### src/rtl/gfmul_digit_if.sv
// Request/key/result bundle for gfmul_digit. A request is taken at a rising edge
// where iCtext_valid and oReady are both high; oResult_valid is a one-cycle strobe.
interface gfmul_digit_if;
    logic [0:127] iHashkey;
    logic         iHashkey_valid;
    logic [127:0] iCtext;
    logic         iCtext_valid;
    logic         iAccum;
    logic         iClear;
    logic         oReady;
    logic [0:127] oResult;
    logic         oResult_valid;

    modport master (
        output iHashkey, iHashkey_valid, iCtext, iCtext_valid, iAccum, iClear,
        input  oReady, oResult, oResult_valid
    );

    modport slave (
        input  iHashkey, iHashkey_valid, iCtext, iCtext_valid, iAccum, iClear,
        output oReady, oResult, oResult_valid
    );
endinterface

### src/rtl/gfmul_digit.sv
// Digit-serial GF(2^128) multiplier in GCM bit order. It consumes DIGIT_W operand
// bits per cycle and keeps the last product as the GHASH accumulator.
module gfmul_digit #(
    parameter int DIGIT_W = 8
) (
    input  logic          iClk,
    input  logic          iRst_n,
    gfmul_digit_if.slave  bus,
    output logic          oState
);
    localparam int N  = 128 / DIGIT_W;
    localparam int CW = (N > 1) ? $clog2(N) : 1;
    localparam logic [0:127] R = {8'hE1, 120'h0};

    typedef enum logic {IDLE = 1'b0, BUSY = 1'b1} state_t;

    state_t        state;
    logic [0:127]  key;
    logic [0:127]  x;
    logic [0:127]  z;
    logic [0:127]  v;
    logic [CW-1:0] cnt;
    logic          ready;
    logic [0:127]  result;
    logic          result_valid;

    logic [0:127]  z_n;
    logic [0:127]  v_n;
    logic [0:127]  x_n;

    // Multiply by x: index 0 is the x^0 coefficient, so a right shift raises degree.
    function automatic logic [0:127] mulx(input logic [0:127] a);
        mulx = (a >> 1) ^ (a[127] ? R : 128'h0);
    endfunction

    always_comb begin
        z_n = z;
        v_n = v;
        for (int j = 0; j < DIGIT_W; j++) begin
            if (x[j]) z_n = z_n ^ v_n;
            v_n = mulx(v_n);
        end
        x_n = x << DIGIT_W;
    end

    always_ff @(posedge iClk or negedge iRst_n) begin
        if (!iRst_n) begin
            state        <= IDLE;
            key          <= '0;
            x            <= '0;
            z            <= '0;
            v            <= '0;
            cnt          <= '0;
            ready        <= 1'b1;
            result       <= '0;
            result_valid <= 1'b0;
        end else begin
            result_valid <= 1'b0;
            case (state)
                IDLE: begin
                    if (bus.iHashkey_valid) key <= bus.iHashkey;
                    if (bus.iClear) result <= '0;
                    if (bus.iCtext_valid) begin
                        // A coincident clear makes the accumulator contribute zero.
                        if (bus.iAccum)
                            x <= (bus.iClear ? 128'h0 : result) ^ bus.iCtext;
                        else
                            x <= bus.iCtext;
                        z     <= '0;
                        v     <= bus.iHashkey_valid ? bus.iHashkey : key;
                        cnt   <= '0;
                        ready <= 1'b0;
                        state <= BUSY;
                    end
                end
                BUSY: begin
                    z   <= z_n;
                    v   <= v_n;
                    x   <= x_n;
                    cnt <= cnt + 1'b1;
                    if (cnt == CW'(N - 1)) begin
                        result       <= z_n;
                        result_valid <= 1'b1;
                        ready        <= 1'b1;
                        state        <= IDLE;
                    end
                end
                default: state <= IDLE;
            endcase
        end
    end

    assign bus.oReady        = ready;
    assign bus.oResult       = result;
    assign bus.oResult_valid = result_valid;
    assign oState            = (state == BUSY);
endmodule

### src/flat_wrapper.sv
// flat-port wrapper written by rule: the top's interface ports become plain ports
module gfmul_digit_flat 
#(
    parameter int DIGIT_W = 8
)
  (iClk, iRst_n, oState, bus_iHashkey, bus_iHashkey_valid, bus_iCtext, bus_iCtext_valid, bus_iAccum, bus_iClear, bus_oReady, bus_oResult, bus_oResult_valid);
  gfmul_digit_if bus_i ();
  input  logic iClk;
  input  logic iRst_n;
  output logic oState;
  input wire logic [$bits(bus_i.iHashkey)-1:0] bus_iHashkey;
  input wire logic [$bits(bus_i.iHashkey_valid)-1:0] bus_iHashkey_valid;
  input wire logic [$bits(bus_i.iCtext)-1:0] bus_iCtext;
  input wire logic [$bits(bus_i.iCtext_valid)-1:0] bus_iCtext_valid;
  input wire logic [$bits(bus_i.iAccum)-1:0] bus_iAccum;
  input wire logic [$bits(bus_i.iClear)-1:0] bus_iClear;
  output wire logic [$bits(bus_i.oReady)-1:0] bus_oReady;
  output wire logic [$bits(bus_i.oResult)-1:0] bus_oResult;
  output wire logic [$bits(bus_i.oResult_valid)-1:0] bus_oResult_valid;
  assign bus_i.iHashkey = bus_iHashkey;
  assign bus_i.iHashkey_valid = bus_iHashkey_valid;
  assign bus_i.iCtext = bus_iCtext;
  assign bus_i.iCtext_valid = bus_iCtext_valid;
  assign bus_i.iAccum = bus_iAccum;
  assign bus_i.iClear = bus_iClear;
  assign bus_oReady = bus_i.oReady;
  assign bus_oResult = bus_i.oResult;
  assign bus_oResult_valid = bus_i.oResult_valid;
  gfmul_digit #(.DIGIT_W(DIGIT_W)) u_core (.iClk(iClk), .iRst_n(iRst_n), .bus(bus_i), .oState(oState));
endmodule
### config.mk
export PLATFORM = sky130hd
export DESIGN_NAME = gfmul_digit_flat
export DESIGN_NICKNAME = d
export VERILOG_FILES = /design/src/rtl/gfmul_digit_if.sv /design/src/rtl/gfmul_digit.sv /design/src/flat_wrapper.sv
export SDC_FILE = /design/constraint.sdc
export NUM_CORES = 2
export LEC_CHECK = 0
export CAP_MARGIN = 10
export CORE_MARGIN = 2
export CORE_UTILIZATION = 55
export CTS_CLUSTER_SIZE = 8
export DETAILED_ROUTE_END_ITERATION = 10
export PLACE_DENSITY_LB_ADDON = 0.2
export SETUP_SLACK_MARGIN = 0.3
export SKIP_LAST_GASP = 1
export SYNTH_ARGS = -nofsm -noshare
export SYNTH_HDL_FRONTEND = slang
export SYNTH_SLANG_ARGS = --single-unit
### constraint.sdc
create_clock -name iClk -period 4.8 [get_ports iClk]
set_clock_uncertainty 0.15 [all_clocks]
set_input_delay 0.96 -clock iClk [delete_from_list [all_inputs] [get_ports iClk]]
set_output_delay 0.96 -clock iClk [all_outputs]
set_load 0.02 [all_outputs]
==> run_results.csv <==
group,metric,value,unit
timing,hold_viol_final,0,
timing,fin_crit_sh,0.660,
floorplanning,fp.dieH,285,µm
placement,port_buffers,392,
synthesis,yosysTopAreaCell,"dfrtp_1",
power_and_ir_drop,p_seq_frac,0.294,
synthesis,synth-seq-cells,647,
clocking,cts_setup_buffers,0,
clocking,postCtsHoldBufs,0,
setup_path,arrival,2060,ps
floorplanning,num_rows,103,
timing,slew_headroom,0.239,
clocking,numCtsBuffers,92,
power_and_ir_drop,p_int,23.7,mW
timing,tightest_slew,1140,ps
grt,grt_pass1_vias,33900,
clocking,clk-insertion-delay-late,640,ps
power_and_ir_drop,switching_share,0.462,
synthesis,yosysWarnings,0,
clocking,cts.clk_slew.worst_paths,60,ps
routing,viasPerCell,5.61,
routing,wl_per_cell,20.7,µm
clocking,clock_path_buffers,3,
layout,fillers,6592,
clocking,clock-sinks,647,
setup_path,cp-end-kind,"output port",
timing,drv_slew,0,
power_and_ir_drop,vdd_drop_max,0.635,mV
synthesis,synth_most_common_cell,"nand2_1",
setup_path,start_kind,"flop",
timing,setup_tns,0,ps
clocking,cts_tree,"done",
layout,fin_nets,5550,
power_and_ir_drop,p_comb_frac,0.571,
setup_path,required,3690,ps
synthesis,async_flop_share,1.00,
setup_path,cp_slowest_cell,"dfrtp_4",
placement,dp_slack,1570,ps
clocking,cts_root_buf,"clkbuf_16",
grt,antenna_found_initial,6,
synthesis,yosysSeqAreaShare,0.372,
synthesis,ys_top_cells_by_count,"nand2_1, dfrtp_1, xnor2_1",
synthesis,synth_ff_type,"dfrtp_1",
grt,track_usage,0.320,
routing,drtIter0Drc,3768,
setup_path,slowest_delay,720,ps
floorplanning,initial_utilization,0.553,
clocking,post_cts_resized,0,
power_and_ir_drop,cellLeakagePower,21.6,nW
synthesis,synthesis.nets,5469,
placement,gp_congestion,0.925,
run_status,status,"completed",
floorplanning,core_area,0.0787,mm²
grt,grt_overflow,0,
placement,hpwlAfterDp,86900,µm
run,drv_cap,0,
routing,dr.pass1.iters,5,
synthesis,synth.avg_cell_area,8.37,µm²
routing,wl,132000,µm
timing,setup_viol,0,
setup_path,worstPathMaxFanout,23,
timing,rsz0062_at_grt,"false",
grt,grt_max_degree,249,
synthesis,synthCells,5206,
timing,fmax,316,MHz
synthesis,synth_area,0.0436,mm²
floorplanning,fp.dieW,285,µm
synthesis,synth_enable_flop_cells,0,
power_and_ir_drop,clkPwrFrac,0.135,
setup_path,cp_top_family,"flip-flops",
floorplanning,die_area,0.0815,mm²
power_and_ir_drop,totalPowerFinal,44.0,mW
timing,worst_hold_slack,211,ps
grt,grt_pass1_wl,204000,µm
setup_path,critPathKind,"flop to output port",
min_path,hold_path.class,"input pin to asynchronous set/reset pin",
timing,finalCriticalPeriod,3170,ps
clocking,htreeDepth,3,
floorplanning,boundaryPins,393,
setup_path,crit_buf_inv,1,
synthesis,yosysUniqueCellTypes,51,
routing,postRouteAntennaNets,0,
routing,vias,35700,
layout,area_delta_synth_final,15.2,%
setup_path,crit_cells,1,
setup_path,cp_cell_sequence,"clkdlybuf4s50_1",
setup_path,r2r.worst_path.cells,6,
synthesis,netlist_top_cells_area,"dfrtp_1, nand2_1, xnor2_1, xnor3_1, xor2_1",
timing,finalWorstSetupSlack,1630,ps
layout,drive_gt1_frac,0.0604,
power_and_ir_drop,power.density,877,mW/mm²
routing,post-route-drc-count,0,
synthesis,synth_top_cell_area_share,0.371,
power_and_ir_drop,p_sw,20.3,mW
==> power groups by stage <==
stage          Clock, mW  Sequential (mW)  Combinational [mW]
2_1_floorplan          0             10.1                19.5
3_3_place_gp           0             12.8                24.1
3_5_place_dp           0             12.8                24.8
4_1_cts             6.02             12.7                24.9
5_1_grt             6.23             13.2                27.3
6_report            5.96             13.0                25.1
==> metrics by stage <==
step           cells  cell area (µm²)   util
2_1_floorplan   5206            43600      -
3_3_place_gp    6243            47700  0.605
3_5_place_dp    6243            47700  0.605
4_1_cts         6361            50200  0.637
5_1_grt         6366            50200  0.637
6_report        6366            50200  0.637
==> state kept, by name (all words and copies together), names as in the netlist, 4 cells and up <==
register	cells
u_core.v	128
u_core.bus.oResult	128
u_core.z	128
u_core.key	128
u_core.cnt	4
u_core.x	128
==> cell type report <==
type                       count  area, µm²  share of cell area
timing repair buffer         448       4600              0.0916
antenna                        5       12.5            0.000249
tap                         1050       1310              0.0262
inverter                       7       33.8            0.000673
sequential                   647      16200               0.323
clock inverter                 5       62.6             0.00125
clock buffer                 113       2450              0.0489
multi-input combinational   4091      25500               0.508
==> worst paths after layout <==
kind	slack, ps	from	end
max in group asynchronous	3150	iRst_n	u_core.x[124]$_DFFE_PN0P_
min in group iClk	330	u_core.x[49]$_DFFE_PN0P_	u_core.x[41]$_DFFE_PN0P_
worst max-delay path	1630	u_core.oState$_DFF_PN0_	oState
worst max register to register	1760	u_core.v[125]$_DFFE_PN0P_	u_core.z[7]$_DFFE_PN0P_
worst min register to register	330	u_core.x[49]$_DFFE_PN0P_	u_core.x[41]$_DFFE_PN0P_
worst min-delay path	210	iRst_n	u_core.key[38]$_DFFE_PN0N_
==> cells in the final DEF, fill, tap and decap left out, types with 5 or more instances in the layout <==
cell type and instances:
a211oi_1 10, a21oi_1 254, a22o_1 43, buf_12 20
buf_4 36, clkbuf_1 16, clkbuf_16 94, clkdlybuf4s50_1 389
dfrtp_1 637, dfrtp_4 9, diode_2 5, mux2_2 131
mux2i_1 129, nand2_1 1796, nor2_1 264, o21ai_0 340
o21ai_1 35, xnor2_1 631, xnor3_1 127, xor2_1 276
==> layer usage <==
| metal | vias up | part of all wire | track usage |
|---|---|---|---|
| li1 | 16700 | - | - |
| met5 | - | 0.000099 | 0 |
| met3 | 178 | 0.10 | 0.0707 |
| met2 | 1550 | 0.43 | 0.462 |
| met1 | 17300 | 0.45 | 0.486 |
| met4 | 2 | 0.021 | 0.0835 |
==> kinds of logic (layout without fill, tap and decap cells) <==
group	count (synthesis)	count (layout)	synth area share
fa+ha+maj	1	1	0.000287
xor+xnor	1043	1043	0.252
compound gates	703	703	0.0869
other cells	0	5	0
mux	260	260	0.0635
simple gates	2084	2084	0.181
buf+inv	468	573	0.0443
flops	647	647	0.372
Note: power is estimated with default switching activity, not from simulation.
